File: src/rtl/tone_period_encoder_if.sv
// Tone input and recognition results exchanged between the encoder and its user.
interface tone_period_encoder_if;
  logic       tone_in;
  logic [3:0] tone;
  logic       tone_valid;
  logic       new_tone;
  logic       no_tone;
  logic [9:0] meas_value;

  // master drives the tone and consumes results; slave is the encoder
  modport master (output tone_in, input tone, tone_valid, new_tone, no_tone, meas_value);
  modport slave  (input tone_in, output tone, tone_valid, new_tone, no_tone, meas_value);
endinterface

File: src/rtl/tone_period_encoder.sv
// Measures the half-period of a square-wave tone in prescaler ticks, finds the
// nearest entry in the 16-entry tone prescale table with a sequential search,
// and publishes the tone index once it has been seen on enough consecutive halves.
module tone_period_encoder #(
  parameter int TICK_DIV  = 64,
  parameter int TOL       = 6,
  parameter int MATCH_CNT = 2,
  parameter int TIMEOUT   = 1023
) (
  input  logic                 clk,
  input  logic                 resetN,
  tone_period_encoder_if.slave bus
);
  localparam int DIV_W = (TICK_DIV > 1) ? $clog2(TICK_DIV) : 1;

  // Element 0 is the rightmost entry.
  localparam logic [15:0][9:0] TONE_TABLE = {
    10'h1BB, 10'h18B, 10'h175, 10'h14C, 10'h128, 10'h117, 10'h0F9, 10'h0DD,
    10'h2EA, 10'h2C0, 10'h299, 10'h273, 10'h250, 10'h22F, 10'h20F, 10'h1F2};

  typedef enum logic [1:0] {ARM, MEASURE, SEARCH} state_e;

  typedef struct packed {
    logic [10:0] diff;
    logic [3:0]  idx;
  } best_t;

  logic             sync1_q, sync2_q, prev_q, edge_q;
  logic [DIV_W-1:0] div_q;
  logic [9:0]       hp_q, hp_d, meas_q;
  logic             tick, tmo;

  state_e      state_q;
  logic [3:0]  idx_q;
  best_t       best_q, best_d;
  logic        drop_q;
  logic [3:0]  cand_q;
  logic [2:0]  cnt_q, cnt_d;
  logic [3:0]  tone_q;
  logic        valid_q, new_q, no_tone_q;
  logic [10:0] entry, meas_ext, diff;
  logic        hit;

  // Two-flop synchroniser, then a registered both-edge detector.
  always_ff @(posedge clk or negedge resetN) begin
    if (!resetN) begin
      sync1_q <= 1'b0;
      sync2_q <= 1'b0;
      prev_q  <= 1'b0;
      edge_q  <= 1'b0;
    end else begin
      sync1_q <= bus.tone_in;
      sync2_q <= sync1_q;
      prev_q  <= sync2_q;
      edge_q  <= sync2_q ^ prev_q;
    end
  end

  assign tick = (div_q == DIV_W'(TICK_DIV - 1));
  assign hp_d = (tick && hp_q != 10'h3FF) ? hp_q + 10'd1 : hp_q;
  // Fires on the single tick where hp arrives at TIMEOUT; saturation keeps it one-shot.
  assign tmo  = tick && (hp_q == 10'(TIMEOUT - 1));

  // Tick divider and half-period counter, both restarted by every edge. A tick
  // coinciding with the edge is included in the captured value.
  always_ff @(posedge clk or negedge resetN) begin
    if (!resetN) begin
      div_q  <= '0;
      hp_q   <= '0;
      meas_q <= '0;
    end else if (edge_q) begin
      div_q  <= '0;
      hp_q   <= '0;
      meas_q <= hp_d;
    end else begin
      div_q  <= tick ? '0 : div_q + DIV_W'(1);
      hp_q   <= hp_d;
    end
  end

  // One table entry per SEARCH cycle; strict compare keeps the lower index on ties.
  always_comb begin
    entry    = {1'b0, TONE_TABLE[idx_q]};
    meas_ext = {1'b0, meas_q};
    diff     = (meas_ext >= entry) ? meas_ext - entry : entry - meas_ext;
    best_d   = best_q;
    if (idx_q == 4'd0 || diff < best_q.diff) begin
      best_d.diff = diff;
      best_d.idx  = idx_q;
    end
    hit   = (best_d.diff <= 11'(TOL));
    cnt_d = 3'd1;
    if (best_d.idx == cand_q)
      cnt_d = (cnt_q == 3'd7) ? cnt_q : cnt_q + 3'd1;
  end

  // Control FSM with registered results; evaluation happens on the 16th search cycle.
  always_ff @(posedge clk or negedge resetN) begin
    if (!resetN) begin
      state_q   <= ARM;
      idx_q     <= '0;
      best_q    <= '0;
      drop_q    <= 1'b0;
      cand_q    <= '0;
      cnt_q     <= '0;
      tone_q    <= '0;
      valid_q   <= 1'b0;
      new_q     <= 1'b0;
      no_tone_q <= 1'b1;
    end else begin
      new_q <= 1'b0;
      case (state_q)
        ARM: begin
          if (edge_q) begin
            state_q <= MEASURE;
          end else if (tmo) begin
            valid_q   <= 1'b0;
            no_tone_q <= 1'b1;
            cnt_q     <= '0;
          end
        end
        MEASURE: begin
          if (edge_q) begin
            state_q <= SEARCH;
            idx_q   <= '0;
            drop_q  <= 1'b0;
          end else if (tmo) begin
            valid_q   <= 1'b0;
            no_tone_q <= 1'b1;
            cnt_q     <= '0;
            state_q   <= ARM;
          end
        end
        SEARCH: begin
          best_q <= best_d;
          idx_q  <= idx_q + 4'd1;
          // An edge mid-search invalidates the running result and the streak.
          if (edge_q) begin
            drop_q <= 1'b1;
            cnt_q  <= '0;
          end
          if (idx_q == 4'd15) begin
            state_q <= MEASURE;
            if (drop_q || edge_q) begin
              cnt_q <= '0;
            end else if (hit) begin
              cand_q <= best_d.idx;
              cnt_q  <= cnt_d;
              if (cnt_d >= 3'(MATCH_CNT)) begin
                tone_q    <= best_d.idx;
                valid_q   <= 1'b1;
                no_tone_q <= 1'b0;
                new_q     <= !valid_q || (tone_q != best_d.idx);
              end
            end else begin
              cnt_q     <= '0;
              valid_q   <= 1'b0;
              no_tone_q <= 1'b1;
            end
          end
        end
        default: state_q <= ARM;
      endcase
    end
  end

  assign bus.tone       = tone_q;
  assign bus.tone_valid = valid_q;
  assign bus.new_tone   = new_q;
  assign bus.no_tone    = no_tone_q;
  assign bus.meas_value = meas_q;
endmodule

File: src/flat_wrapper.sv
// flat-port wrapper written by rule: the top's interface ports become plain ports
module tone_period_encoder_flat 
#(
  parameter int TICK_DIV  = 64,
  parameter int TOL       = 6,
  parameter int MATCH_CNT = 2,
  parameter int TIMEOUT   = 1023
)
  (clk, resetN, bus_tone_in, bus_tone, bus_tone_valid, bus_new_tone, bus_no_tone, bus_meas_value);
  tone_period_encoder_if bus_i ();
  input  logic clk;
  input  logic resetN;
  input wire logic [$bits(bus_i.tone_in)-1:0] bus_tone_in;
  output wire logic [$bits(bus_i.tone)-1:0] bus_tone;
  output wire logic [$bits(bus_i.tone_valid)-1:0] bus_tone_valid;
  output wire logic [$bits(bus_i.new_tone)-1:0] bus_new_tone;
  output wire logic [$bits(bus_i.no_tone)-1:0] bus_no_tone;
  output wire logic [$bits(bus_i.meas_value)-1:0] bus_meas_value;
  assign bus_i.tone_in = bus_tone_in;
  assign bus_tone = bus_i.tone;
  assign bus_tone_valid = bus_i.tone_valid;
  assign bus_new_tone = bus_i.new_tone;
  assign bus_no_tone = bus_i.no_tone;
  assign bus_meas_value = bus_i.meas_value;
  tone_period_encoder #(.TICK_DIV(TICK_DIV), .TOL(TOL), .MATCH_CNT(MATCH_CNT), .TIMEOUT(TIMEOUT)) u_core (.clk(clk), .resetN(resetN), .bus(bus_i));
endmodule
File: config.mk
export PLATFORM = sky130hd
export DESIGN_NAME = tone_period_encoder_flat
export DESIGN_NICKNAME = d
export VERILOG_FILES = /design/src/rtl/tone_period_encoder_if.sv /design/src/rtl/tone_period_encoder.sv /design/src/flat_wrapper.sv
export SDC_FILE = /design/constraint.sdc
export NUM_CORES = 1
export LEC_CHECK = 0
export BUFFER_PORTS_ARGS = -buffer_cell sky130_fd_sc_hd__buf_2
export CORE_UTILIZATION = 57
export DETAILED_ROUTE_END_ITERATION = 16
export GPL_ROUTABILITY_DRIVEN = 0
export PLACE_DENSITY = 0.81
export SLEW_MARGIN = 20
export SYNTH_ARGS = -nofsm -noshare
export SYNTH_HDL_FRONTEND = slang
export SYNTH_SLANG_ARGS = --single-unit
File: constraint.sdc
create_clock -name clk -period 5.4 [get_ports clk]
set_input_delay 0.81 -clock clk [delete_from_list [all_inputs] [get_ports clk]]
set_output_delay 0.81 -clock clk [all_outputs]
set_load 0.03 [all_outputs]
==> run_results.csv <==
group,metric,value,unit
place,dpl-instance-area,5330,sq um
power,switching_share,0.481,
yosys,synth_edf_count,0,
timing,fin_crit_sh,1.00,
power,power,4.37,mW
timing,fmaxAchievable,185,MHz
cells_and_area,final_area,6010,sq um
hold_path,hp-class,"flip-flop to flip-flop",
timing,setup_viol,0,
timing,hold_viol,0,
yosys,syn_area_per_cell,8.75,sq um
power,pwr-share-seq,0.153,
detailed_routing,drc,0,
setup_path,path_cells,"clkinv_4 -> ha_4 -> nor2_4 -> a21oi_1 -> nand2_1 -> o21a_1 -> buf_4 -> fa_2 -> nand2b_4 -> a21oi_2 -> o31a_1 -> a211oi_2 -> a2111oi_4 -> ha_1 -> a21oi_1 -> o21a_1 -> o221a_4 -> o21ai_1 -> a211oi_2 -> a32o_1 -> nand2_1 -> buf_4 -> nor3_2 -> mux2_2",
cells_and_area,nNetsFinal,668,
yosys,async_reset_ff_frac,1.00,
power,comb_power_share,0.738,
cells_and_area,num-fill-cells,538,
clocking,cts_buffer_depth,2,
yosys,ys_types,73,
yosys,ys.flop_type,"dfrtp_1",
cells_and_area,final_util,0.732,
setup_path,cp_max_fo,6,
yosys,yosysTopAreaCell,"dfrtp_1",
yosys,yosysWarningCount,0,
place,dp_hpwl,8660,microns
clocking,cts_max_level,3,
timing,drv_slew,0,
power,power.switching,2.10,mW
detailed_routing,drtAntennaViolNets,0,
grt,grt_pass1_wl,19400,microns
yosys,synth.area.top_cells,"dfrtp_1 33%, ha_1 12%, a21oi_1 5.8%",
cells_and_area,final_common_cell,"dfrtp_1",
power,p_per_area,726,nW/um^2
clocking,hold_buffers,0,
grt,track_usage,0.280,
floorplanning,die_w,94.4,microns
detailed_routing,drt_first_pass_iters,5,
yosys,syn_area,4860,sq um
cells_and_area,syn_to_final_growth,23.6,%
setup_path,required,5.65,ns
power,p_leak,2.76,nW
setup_path,cp-start-kind,"flip-flop",
cells_and_area,final_cell_mix,"62 x dfrtp_1, 53 x nor2_1, 48 x buf_4, 47 x a21oi_1, 46 x inv_1",
place,port_buffers,19,
cells_and_area,diodes,0,
setup_path,crit_type,"flip-flop to flip-flop",
grt,grt_pass1_vias,4130,
detailed_routing,via_per_inst,6.23,
setup_path,crit_arrival,5.65,ns
timing,fin_crit,5.40,ns
timing,tns,0,ns
yosys,syn_inst,556,
cells_and_area,multi_input_area,3300,sq um
cells_and_area,drive_above_1_share,0.280,
floorplanning,design.portCount,20,
power,intPower,2.27,mW
setup_path,slowest_stage,"dfrtp_2",
clocking,insertion_delay,0.36,ns
detailed_routing,drt-initial-drc-count,368,
setup_path,reg2reg_depth,24,
clocking,cts_inserted_buffers,9,
power,max-vdd-ir-drop,0.353,mV
clocking,cts_tree,"yes",
detailed_routing,num_vias,4532,
setup_path,slowest_delay,0.42,ns
timing,rsz0062_at_grt,"true",
power,clkPwrFrac,0.108,
grt,overflow,0,
timing,skew,0.00982,ns
run_status,status,"finished, final reports clean",
setup_path,worst_setup_path_end_kind,"flip-flop",
clocking,cts_root_buf,"clkbuf_8",
floorplanning,dieArea,8910,sq um
clocking,cts.clk_slew.worst_paths,0.08,ns
cells_and_area,final_cells,727,
grt,grt_antenna_before_repair,0,
hold_path,worstHoldPathCells,0,
grt,grt_max_degree,67,
floorplanning,die_y,94.4,microns
detailed_routing,wl_per_cell,18.1,microns
run,cap_violations,0,
cells_and_area,final-seq-area,1660,sq um
floorplanning,initial_utilization,0.592,
floorplanning,coreArea,8220,sq um
yosys,synth_nets,607,
yosys,yosys_register_bits,66,
timing,relSlewSlack,0.435,
clocking,clkSinkCount,66,
floorplanning,rows,33,
place,dp.cells,694,
detailed_routing,drt-total-wl,13200,microns
timing,worst_slew_pin_slew,0.848,ns
yosys,ys_seq_area_frac,0.340,
yosys,yosys.area.top_type_share,0.334,
==> per-layer routing <==
layer | vias up | global-route usage | routed length (microns)
li1 | 2084 | - | -
met1 | 2161 | 0.361 | 5260
met2 | 223 | 0.462 | 6460
met3 | 64 | 0.0370 | 884
met4 | 0 | 0.140 | 575
met5 | - | 0 | 0
==> area by class of cell <==
class                           count  area share
Clock buffer                       11      0.0218
Clock inverter                      5      0.0144
Inverter                           51      0.0335
Multi-Input combinational cell    418       0.548
Sequential cell                    66       0.275
Tap cell                          105      0.0218
Timing Repair Buffer               71      0.0847
==> timing repair <==
item	CTS	global route
endpoints found under the setup margin	10	14
gates resized for setup	9	66
pin swaps	2	20
setup buffers	5	12
gates cloned	0	0
==> through the flow <==
step	hold slack (ns)	setup WS, ns
floorplan	0.331	0.0206
global placement	0.336	0.0805
detailed placement	0.342	-0.193
CTS	0.359	0.000898
global route	0.372	-0.247
finish	0.356	0.000274
==> cells in the mapped netlist (3+ instances only) <==
master,count
xnor2_1,10
or2_2,6
buf_6,3
clkbuf_1,11
o211ai_1,4
mux2_2,7
inv_1,50
nor2b_1,6
a22o_1,3
ha_1,46
nor3b_1,3
xor2_1,12
nand3_1,20
a31oi_1,4
dfrtp_1,65
and3_1,7
o221ai_1,4
o21a_1,5
a21oi_1,56
o31ai_1,3
nor2_1,56
and2_1,4
a211oi_1,6
o21ai_0,22
nand4_1,4
a21o_1,7
mux2i_1,13
nor3_1,10
o22ai_1,3
nand2_1,38
o31a_1,4
buf_4,3
or3_1,6
nand2b_1,6
==> registers in the layout, summed over array words and instances (netlist names), 2 cells and up <==
register / flops
u_core.cand_q: 4
u_core.state_q: 2
u_core.div_q: 6
u_core.best_q: 15
u_core.bus.meas_value: 10
u_core.idx_q: 4
u_core.cnt_q: 3
u_core.bus.tone: 4
u_core.hp_q: 10
==> power groups by stage <==
stage	clock (mW)	combinational [mW]	sequential, mW
3_5_place_dp	0	2.62	0.674
6_report	0.473	3.22	0.669
2_1_floorplan	0	1.84	0.681
5_1_grt	0.498	3.46	0.682
4_1_cts	0.478	2.69	0.662
3_3_place_gp	0	2.50	0.667
==> cells by family (layout without fill, tap and decap cells) <==
family | after synthesis | count (layout) | share of synthesized area
AND/OR/NAND/NOR | 181 | 181 | 0.185
AO/OA/AOI/OAI | 146 | 146 | 0.200
buffers and inverters | 72 | 138 | 0.0630
flip-flops | 66 | 66 | 0.340
adder cells (fa/ha/maj) | 48 | 48 | 0.127
XOR/XNOR | 22 | 22 | 0.0396
multiplexers | 21 | 21 | 0.0453
==> path summary, 6_finish.rpt <==
path	slack, ns	endpoint	startpoint
max	0.0003	u_core.cand_q[2]	u_core.idx_q[0]
min	0.36	u_core.sync2_q	u_core.sync1_q
max reg2reg	0.0003	u_core.cand_q[2]	u_core.idx_q[0]
min reg2reg	0.36	u_core.sync2_q	u_core.sync1_q
max in group asynchronous	4.15	u_core.idx_q[0]	resetN
min in group asynchronous	0.63	u_core.best_q[9]	resetN
==> worst max-delay path, delay by kind of cell, from the launching register on <==
family	cells	cell delay (ns)
AO/OA/AOI/OAI	12	2.46
adder cells (fa/ha/maj)	3	0.99
buffers and inverters	3	0.44
flip-flops	1	0.42
multiplexers	1	0.36
AND/OR/NAND/NOR	5	0.62
(Power assumes the default switching activity.)
